### src/rtl/multicycle_controller_if.sv
// multicycle_controller_if: decode fields in, datapath enables and selects out
interface multicycle_controller_if;
  logic [6:0] opcode;
  logic [2:0] funct3;
  logic       funct7_bit5;
  logic       ALU_zero;
  logic       PC_write;
  logic       addr_src;
  logic       IR_write;
  logic       memory_write;
  logic       register_write;
  logic [1:0] result_src;
  logic [1:0] ALU_src_A;
  logic [1:0] ALU_src_B;
  logic [1:0] imm_src;
  logic [2:0] ALU_ctrl;
  logic [3:0] state;
  logic       instr_retire;
  modport master (
    input  opcode, funct3, funct7_bit5, ALU_zero,
    output PC_write, addr_src, IR_write, memory_write, register_write,
           result_src, ALU_src_A, ALU_src_B, imm_src, ALU_ctrl, state, instr_retire
  );
  modport slave (
    output opcode, funct3, funct7_bit5, ALU_zero,
    input  PC_write, addr_src, IR_write, memory_write, register_write,
           result_src, ALU_src_A, ALU_src_B, imm_src, ALU_ctrl, state, instr_retire
  );
endinterface

### src/rtl/multicycle_controller.sv
// multicycle_controller: FSM sequencing RV32I instructions through the shared multi-cycle datapath
module multicycle_controller (
  input logic clk,
  input logic rst_n,
  multicycle_controller_if.master bus
);
  typedef enum logic [3:0] {
    FETCH = 4'd0, DECODE = 4'd1, MEMADR = 4'd2, MEMREAD = 4'd3,
    MEMWB = 4'd4, MEMWRITE = 4'd5, EXECUTER = 4'd6, ALUWB = 4'd7,
    EXECUTEI = 4'd8, JAL = 4'd9, BRANCH = 4'd10, JALRADR = 4'd11
  } state_t;
  state_t state_q, state_d;
  logic pc_write, ir_write, mem_write, reg_write, addr_src, retire;
  logic [1:0] result_src, src_a, src_b;
  logic [2:0] alu_ctrl, alu_fn;
  logic taken;
  assign taken = bus.ALU_zero ^ bus.funct3[0];
  assign alu_fn = bus.funct3 == 3'b000 ? ((bus.funct7_bit5 & bus.opcode[5]) ? 3'b001 : 3'b000) :
                  bus.funct3 == 3'b010 ? 3'b101 :
                  bus.funct3 == 3'b110 ? 3'b011 :
                  bus.funct3 == 3'b111 ? 3'b010 : 3'b000;
  // state register; reset returns to FETCH immediately
  always_ff @(posedge clk or negedge rst_n)
    if (!rst_n) state_q <= FETCH;
    else state_q <= state_d;
  // next-state and per-state control outputs
  always_comb begin
    state_d = FETCH;
    pc_write = 1'b0;
    ir_write = 1'b0;
    mem_write = 1'b0;
    reg_write = 1'b0;
    addr_src = 1'b0;
    retire = 1'b0;
    result_src = 2'b00;
    src_a = 2'b00;
    src_b = 2'b00;
    alu_ctrl = 3'b000;
    case (state_q)
      FETCH: begin
        state_d = DECODE;
        ir_write = 1'b1;
        src_b = 2'b10;
        result_src = 2'b10;
        pc_write = 1'b1;
      end
      DECODE: begin
        src_a = 2'b01;
        src_b = 2'b01;
        state_d = (bus.opcode == 7'b0000011 || bus.opcode == 7'b0100011) ? MEMADR :
                  bus.opcode == 7'b0110011 ? EXECUTER :
                  bus.opcode == 7'b0010011 ? EXECUTEI :
                  bus.opcode == 7'b1101111 ? JAL :
                  bus.opcode == 7'b1100111 ? JALRADR :
                  bus.opcode == 7'b1100011 ? BRANCH : FETCH;
      end
      MEMADR: begin
        src_a = 2'b10;
        src_b = 2'b01;
        state_d = bus.opcode[5] ? MEMWRITE : MEMREAD;
      end
      JALRADR: begin
        src_a = 2'b10;
        src_b = 2'b01;
        state_d = JAL;
      end
      MEMREAD: begin
        addr_src = 1'b1;
        state_d = MEMWB;
      end
      MEMWRITE: begin
        addr_src = 1'b1;
        mem_write = 1'b1;
        retire = 1'b1;
      end
      MEMWB: begin
        result_src = 2'b01;
        reg_write = 1'b1;
        retire = 1'b1;
      end
      EXECUTER: begin
        src_a = 2'b10;
        alu_ctrl = alu_fn;
        state_d = ALUWB;
      end
      EXECUTEI: begin
        src_a = 2'b10;
        src_b = 2'b01;
        alu_ctrl = alu_fn;
        state_d = ALUWB;
      end
      ALUWB: begin
        reg_write = 1'b1;
        retire = 1'b1;
      end
      JAL: begin
        src_a = 2'b01;
        src_b = 2'b10;
        pc_write = 1'b1;
        state_d = ALUWB;
      end
      BRANCH: begin
        src_a = 2'b10;
        alu_ctrl = 3'b001;
        retire = 1'b1;
        pc_write = taken;
      end
      default: state_d = FETCH;
    endcase
  end
  assign bus.PC_write = rst_n & pc_write;
  assign bus.IR_write = rst_n & ir_write;
  assign bus.memory_write = rst_n & mem_write;
  assign bus.register_write = rst_n & reg_write;
  assign bus.addr_src = addr_src;
  assign bus.instr_retire = retire;
  assign bus.result_src = result_src;
  assign bus.ALU_src_A = src_a;
  assign bus.ALU_src_B = src_b;
  assign bus.ALU_ctrl = alu_ctrl;
  assign bus.state = state_q;
  assign bus.imm_src = bus.opcode == 7'b0100011 ? 2'b01 :
                       bus.opcode == 7'b1100011 ? 2'b10 :
                       bus.opcode == 7'b1101111 ? 2'b11 : 2'b00;
endmodule

### src/flat_wrapper.sv
// flat-port wrapper written by rule: the top's interface ports become plain ports
module multicycle_controller_flat 
  (clk, rst_n, bus_opcode, bus_funct3, bus_funct7_bit5, bus_ALU_zero, bus_PC_write, bus_addr_src, bus_IR_write, bus_memory_write, bus_register_write, bus_result_src, bus_ALU_src_A, bus_ALU_src_B, bus_imm_src, bus_ALU_ctrl, bus_state, bus_instr_retire);
  multicycle_controller_if bus_i ();
  input logic clk;
  input logic rst_n;
  input wire logic [$bits(bus_i.opcode)-1:0] bus_opcode;
  input wire logic [$bits(bus_i.funct3)-1:0] bus_funct3;
  input wire logic [$bits(bus_i.funct7_bit5)-1:0] bus_funct7_bit5;
  input wire logic [$bits(bus_i.ALU_zero)-1:0] bus_ALU_zero;
  output wire logic [$bits(bus_i.PC_write)-1:0] bus_PC_write;
  output wire logic [$bits(bus_i.addr_src)-1:0] bus_addr_src;
  output wire logic [$bits(bus_i.IR_write)-1:0] bus_IR_write;
  output wire logic [$bits(bus_i.memory_write)-1:0] bus_memory_write;
  output wire logic [$bits(bus_i.register_write)-1:0] bus_register_write;
  output wire logic [$bits(bus_i.result_src)-1:0] bus_result_src;
  output wire logic [$bits(bus_i.ALU_src_A)-1:0] bus_ALU_src_A;
  output wire logic [$bits(bus_i.ALU_src_B)-1:0] bus_ALU_src_B;
  output wire logic [$bits(bus_i.imm_src)-1:0] bus_imm_src;
  output wire logic [$bits(bus_i.ALU_ctrl)-1:0] bus_ALU_ctrl;
  output wire logic [$bits(bus_i.state)-1:0] bus_state;
  output wire logic [$bits(bus_i.instr_retire)-1:0] bus_instr_retire;
  assign bus_i.opcode = bus_opcode;
  assign bus_i.funct3 = bus_funct3;
  assign bus_i.funct7_bit5 = bus_funct7_bit5;
  assign bus_i.ALU_zero = bus_ALU_zero;
  assign bus_PC_write = bus_i.PC_write;
  assign bus_addr_src = bus_i.addr_src;
  assign bus_IR_write = bus_i.IR_write;
  assign bus_memory_write = bus_i.memory_write;
  assign bus_register_write = bus_i.register_write;
  assign bus_result_src = bus_i.result_src;
  assign bus_ALU_src_A = bus_i.ALU_src_A;
  assign bus_ALU_src_B = bus_i.ALU_src_B;
  assign bus_imm_src = bus_i.imm_src;
  assign bus_ALU_ctrl = bus_i.ALU_ctrl;
  assign bus_state = bus_i.state;
  assign bus_instr_retire = bus_i.instr_retire;
  multicycle_controller u_core (.clk(clk), .rst_n(rst_n), .bus(bus_i));
endmodule
### config.mk
export PLATFORM = sky130hd
export DESIGN_NAME = multicycle_controller_flat
export DESIGN_NICKNAME = d
export VERILOG_FILES = /design/src/rtl/multicycle_controller_if.sv /design/src/rtl/multicycle_controller.sv /design/src/flat_wrapper.sv
export SDC_FILE = /design/constraint.sdc
export NUM_CORES = 1
export LEC_CHECK = 0
export ABC_AREA = 1
export CORE_MARGIN = 2
export CORE_UTILIZATION = 35
export DETAILED_ROUTE_END_ITERATION = 8
export PLACE_DENSITY = 0.84
export SLEW_MARGIN = 5
export SYNTH_ARGS = -nofsm -noshare
export SYNTH_HDL_FRONTEND = slang
export SYNTH_SLANG_ARGS = --single-unit
### constraint.sdc
create_clock -name clk -period 1.6 [get_ports clk]
set_input_delay 0.16 -clock clk [delete_from_list [all_inputs] [get_ports clk]]
set_output_delay 0.16 -clock clk [all_outputs]
set_load 0.02 [all_outputs]
**After elaboration in Yosys (flattened, before gate mapping)**

Index checks and enable logic that the tools add are counted.
W data, S select, Z words.

- Register bits: 4
- Input port bits: 14
- Output and inout port bits: 21
- Word-level logic and storage cells: 66

- Eq/ne operators: 21
- Multiplexer cells: 26
- Bitwise logic cells: 6
- Reductions and logical operators: 12

Operator list:

| operator | count |
|---|---|
| $mux W4 | 6 |
| $pmux W4 S6 | 1 |
| $eq A7 B7 Y1 const B | 3 |
| $eq A4 B3 Y1 const B | 4 |
| $eq A4 B4 Y1 const B | 4 |
| $eq A7 B6 Y1 const B | 2 |
| $mux W3 | 4 |
| $pmux W2 S2 | 3 |
| $reduce_or A2 Y1 | 5 |
| $eq A4 B2 Y1 const B | 2 |
| $mux W2 | 4 |
| $reduce_or A4 Y1 | 2 |
| $eq A7 B2 Y1 const B | 1 |
| $eq A7 B5 Y1 const B | 1 |
| $eq A3 B3 Y1 const B | 2 |
| $mux W1 | 6 |
| $pmux W3 S2 | 1 |
| $and A1 B1 Y1 | 5 |
| $reduce_or A5 Y1 | 1 |
| $eq A4 B1 Y1 const B | 1 |
| $logic_not A4 Y1 | 1 |
| $eq A3 B2 Y1 const B | 1 |
| $logic_not A3 Y1 | 1 |
| $reduce_or A3 Y1 | 1 |
| other kinds (3) | 3 |

**Longest topological paths before layout**

- Depth after elaboration: 8
- Mapped depth: 7
- Gate-level depth less buffers: 7

**Worst setup path before layout**

OpenSTA, ideal clock, no wires.

- Kind: register -> output
- Start: register u_core.state_q[0], in the netlist u_core.bus.state[0]
- End: output bus_PC_write
- Data arrival time: 1.337 ns
- Data required time: 1.440 ns
- Slack: 0.103 ns
- Stages on the path, launching flop included: 7
- Path buffers: 0
- Cell sequence: dfrtp_1 inv_1 nor2_2 nand2_1 nand2_2 a31oi_1 nor2_1

- Word-level cells in the longest chain between the ends: 4
- Elaborated cells between the ends (all ways): 6
- Classes of those cells: eq/ne (2); mux (1); bitwise (1); reduce/logical (2)

Ends and longest elaborated chain:

| element | line | RTL |
|---|---|---|
| from (decl) | multicycle_controller.sv:12 | `state_t state_q, state_d;` |
| from (signal assigned) | multicycle_controller.sv:25 | `else state_q <= state_d;` |
| $eq A4 B4 Y1 or $logic_not A4 Y1 (tied branches) | multicycle_controller.sv:39 | `case (state_q)` |
| $reduce_or A2 Y1 (no source line) | -- |  |
| $pmux W1 S2 * | multicycle_controller.sv:39 |  |
| $and A1 B1 Y1 * | multicycle_controller.sv:111 | `assign bus.PC_write = rst_n & pc_write;` |
| to (decl) | flat_wrapper.sv:11 | `output wire logic [$bits(bus_i.PC_write)-1:0] bus_PC_write;` |

Every way passes the cells marked *; elsewhere a longest branch is shown, timed or not.

**Worst setup path after layout**

- Start: register u_core.state_q[0], in the netlist u_core.bus.state[0]
- End: output bus_ALU_ctrl[0]

- Word-level cells in the longest chain between the ends: 3
- Elaborated cells between the ends (all ways): 5
- Classes of those cells: eq/ne (3); mux (1); reduce/logical (1)

Ends and longest elaborated chain:

| element | line | RTL |
|---|---|---|
| $eq A4 B3 Y1 or $eq A4 B4 Y1 (tied branches) | multicycle_controller.sv:39 |  |
| $reduce_or A2 Y1 (no source line) | -- |  |
| $pmux W3 S2 * | multicycle_controller.sv:39 |  |
| to (decl) | flat_wrapper.sv:20 | `output wire logic [$bits(bus_i.ALU_ctrl)-1:0] bus_ALU_ctrl;` |

Marked as above.

==> qor.csv <==
stage;metric;value;unit
pwr;p_sw;544;µW
die;start_util;0.366;
die;dieArea;1890;µm²
clocking;holdBufCountCts;0;
pwr;power_density;1010;nW/µm²
finish;nets;187;
logic_synthesis;yosysWarnings;0;
outcome;violations;negative setup slack;
timing;rsz0062_at_grt;yes;
finish;drive_gt1_frac;0.474;
pwr;power_leakage;0.000675;µW
outcome;status;finished, violations left;
routing;drt-initial-drc-count;17;
pwr;ir_worst_vdd;0.000566;V
die;die_y;43.5;µm
timing;fmax;604;MHz
pwr;switching_share;0.468;
logic_synthesis;synthAdderAreaFrac;0;
logic_synthesis;synth_top_area_cell;nand2_1;
flow_run;maxCapViolations;0;
die;rows;14;
placed_design;dpl-instance-area;1130;µm²
routing;ant_nets;0;
placed_design;gp_congestion;0.883;
global_route;grt_pass1_vias;833;
pwr;clkPwrFrac;0.109;
finish;post-route-cell-area;1150;µm²
global_route;grt_max_degree;7;
clocking;clock_latency;0.24;ns
die;die_w;43.5;µm
routing;wl_per_cell;11.1;µm
clocking;cts_tree;yes;
logic_synthesis;ys_seq_area_frac;0.183;
clocking;clkTransAtPathRegs;0.04;ns
logic_synthesis;yosys-top-cells-area;nand2_1 (21%), dfrtp_1 (18%), nor2_1 (13%);
pwr;p_int;619;µW
worst_setup_path;end_kind;primary output;
die;core-area;1490;µm²
timing;maxSlewHeadroom;0.847;
clocking;cts-htree-levels;1;
pwr;total_power;1160;µW
clocking;cts.sinks;4;
worst_setup_path;regToRegEndpoint;u_core.bus.state[0];
worst_setup_path;rrSetupSlack;0.34;ns
logic_synthesis;synth_nets;115;
logic_synthesis;yosysUniqueCellTypes;18;
worst_setup_path;reg2reg_from;u_core.bus.state[0];
timing;fin_ws;-0.0556;ns
pwr;comb_power_share;0.750;
logic_synthesis;synth_compound_gate_area_share;0.0459;
routing;wirelength;2080;µm
placed_design;post-dp-hpwl;1510;µm
timing;setup_viol;4;
worst_setup_path;path_class;reg2out;
global_route;grt_pass1_wl;3210;µm
worst_setup_path;critPathMaxFanout;4;
finish;synthToLayoutAreaGrowth;111;%
clocking;cts_buffer_depth;2;
timing;layout_min_cycle_time;1.66;ns
logic_synthesis;synth_top_family_by_area;simple AND/OR/NAND/NOR gates;
timing;drv_slew;0;
logic_synthesis;netlist.area_leader.share;0.206;
finish;finalNonFillerCells;187;
placed_design;pre_cts_slack;-0.303;ns
worst_setup_path;worstPathArrival;1.50;ns
timing;period_share;1.03;
logic_synthesis;muxShareOfSynthArea;0;
logic_synthesis;ys_ff_latch;4;
finish;num_antenna_cells;0;
worst_setup_path;r2r_cells;6;
routing;drc;0;
global_route;antenna_found_initial;0;
routing;vias;920;
global_route;grt-ovfl-total;0;
placed_design;portBuffers;34;
worst_setup_path;critPathLaunchType;flop;
clocking;cts_made_buffers;3;
timing;setup_tns;-0.115;ns
logic_synthesis;yosys.area_share.simple;0.654;
logic_synthesis;synthCells;101;
worst_hold_path;min_path_type;in2async;
routing;routed_via_density;4.92;
finish;largest_register_ffs;4;
logic_synthesis;syn_area_per_cell;5.40;µm²
routing;dr.pass1.iters;4;
timing;hold_viol;0;
global_route;grt.total_usage;0.228;
die;ios;35;
placed_design;dp.cells;181;
logic_synthesis;synth_area;546;µm²
worst_setup_path;required;1.44;ns
clocking;cts-root-buf;clkbuf_4;
pwr;sequentialPowerShare;0.141;
timing;clock_skew;0.00455;ns
timing;worst_pin_slew;0.228;ns
logic_synthesis;synth_xor_area_frac;0;
[Yosys cell counts, drive strengths merged]
master	number
nor3	5
nor2	24
nand2	33
nand4	2
inv	17
dfrtp	4
o21ai	1
nand3	9
or2	1
o211ai	1
a31oi	2
nand3b	1
nor4	1
[through the flow]
| step | utilization | hold WS, ns |
|---|---|---|
| 3_3_place_gp | 0.760 | 0.452 |
| 3_5_place_dp | 0.760 | 0.458 |
| 6_report | 0.773 | 0.205 |
| 4_1_cts | 0.772 | 0.206 |
| 2_1_floorplan | - | -0.136 |
| 5_1_grt | 0.773 | 0.215 |
[worst max path at each step]
stage / cells past startpoint / from / end
floorplan: 6 / u_core.bus.state[0] / bus_PC_write
global placement: 7 / bus_opcode[2] / bus_imm_src[0]
detailed placement: 6 / u_core.bus.state[1] / bus_ALU_ctrl[0]
CTS: 6 / u_core.bus.state[2] / bus_ALU_ctrl[0]
global route: 6 / u_core.bus.state[1] / bus_ALU_ctrl[0]
finish: 6 / u_core.bus.state[0] / bus_ALU_ctrl[0]
[cell families (layout without fill, tap and decap cells)]
kind of cell           Yosys count  in the layout
AO/OA/AOI/OAI                    4              4
buffers and inverters           17             87
flip-flops                       4              4
AND/OR/NAND/NOR                 76             76
[routing by layer]
layer | up-vias | wire, µm | global-route usage
met3 | 6 | 120 | 0.0458
met2 | 41 | 1160 | 0.445
met4 | 0 | 26 | 0.103
met5 | - | 0 | 0
met1 | 410 | 769 | 0.228
li1 | 463 | - | -
[area by class of cell]
type | count | area [µm²]
clock buffers | 3 | 22.5
flip-flops and latches | 4 | 104
multi-input cells | 80 | 417
inverters | 17 | 63.8
repair buffers | 67 | 524
well taps | 16 | 20.0
fillers | 106 | 338
[critical path, cell delays in order, from the launching register on]
cell and delay (ns):
dfrtp_1 0.43, inv_1 0.13, nand2_2 0.11, nor2_4 0.13, inv_1 0.08, a31oi_2 0.20, buf_4 0.18
[timing repair]
item / CTS / global route
cloned: 0 / 0
hold endpoints to repair: 0 / 0
setup buffers: 3 / 0
resized for setup: 64 / 25
setup endpoints to repair: 18 / 16
pin swaps: 1 / 1
[layout by cell type, fill, tap and decap left out, types with 2 or more instances in the layout]
cell and count:
clkbuf_4 3, buf_2 7, inv_2 3, inv_1 14, clkdlybuf4s50_1 14, nand3_1 9
clkbuf_2 4, dfrtp_2 3, nand4_1 2, nor2_4 2, nand2_2 4, nor3_2 3
nand2_1 29, nor3_1 2, dlymetal6s2s_1 2, nor2_1 13, buf_4 39, nor2_2 9
[power by group through the flow]
stage | sequential [µW] | combinational, µW | clock [µW]
2_1_floorplan | 184 | 355 | 0
3_3_place_gp | 149 | 898 | 0
3_5_place_dp | 149 | 909 | 0
4_1_cts | 149 | 852 | 129
5_1_grt | 166 | 924 | 137
6_report | 164 | 873 | 127
Power figures use the tool's default switching activity.
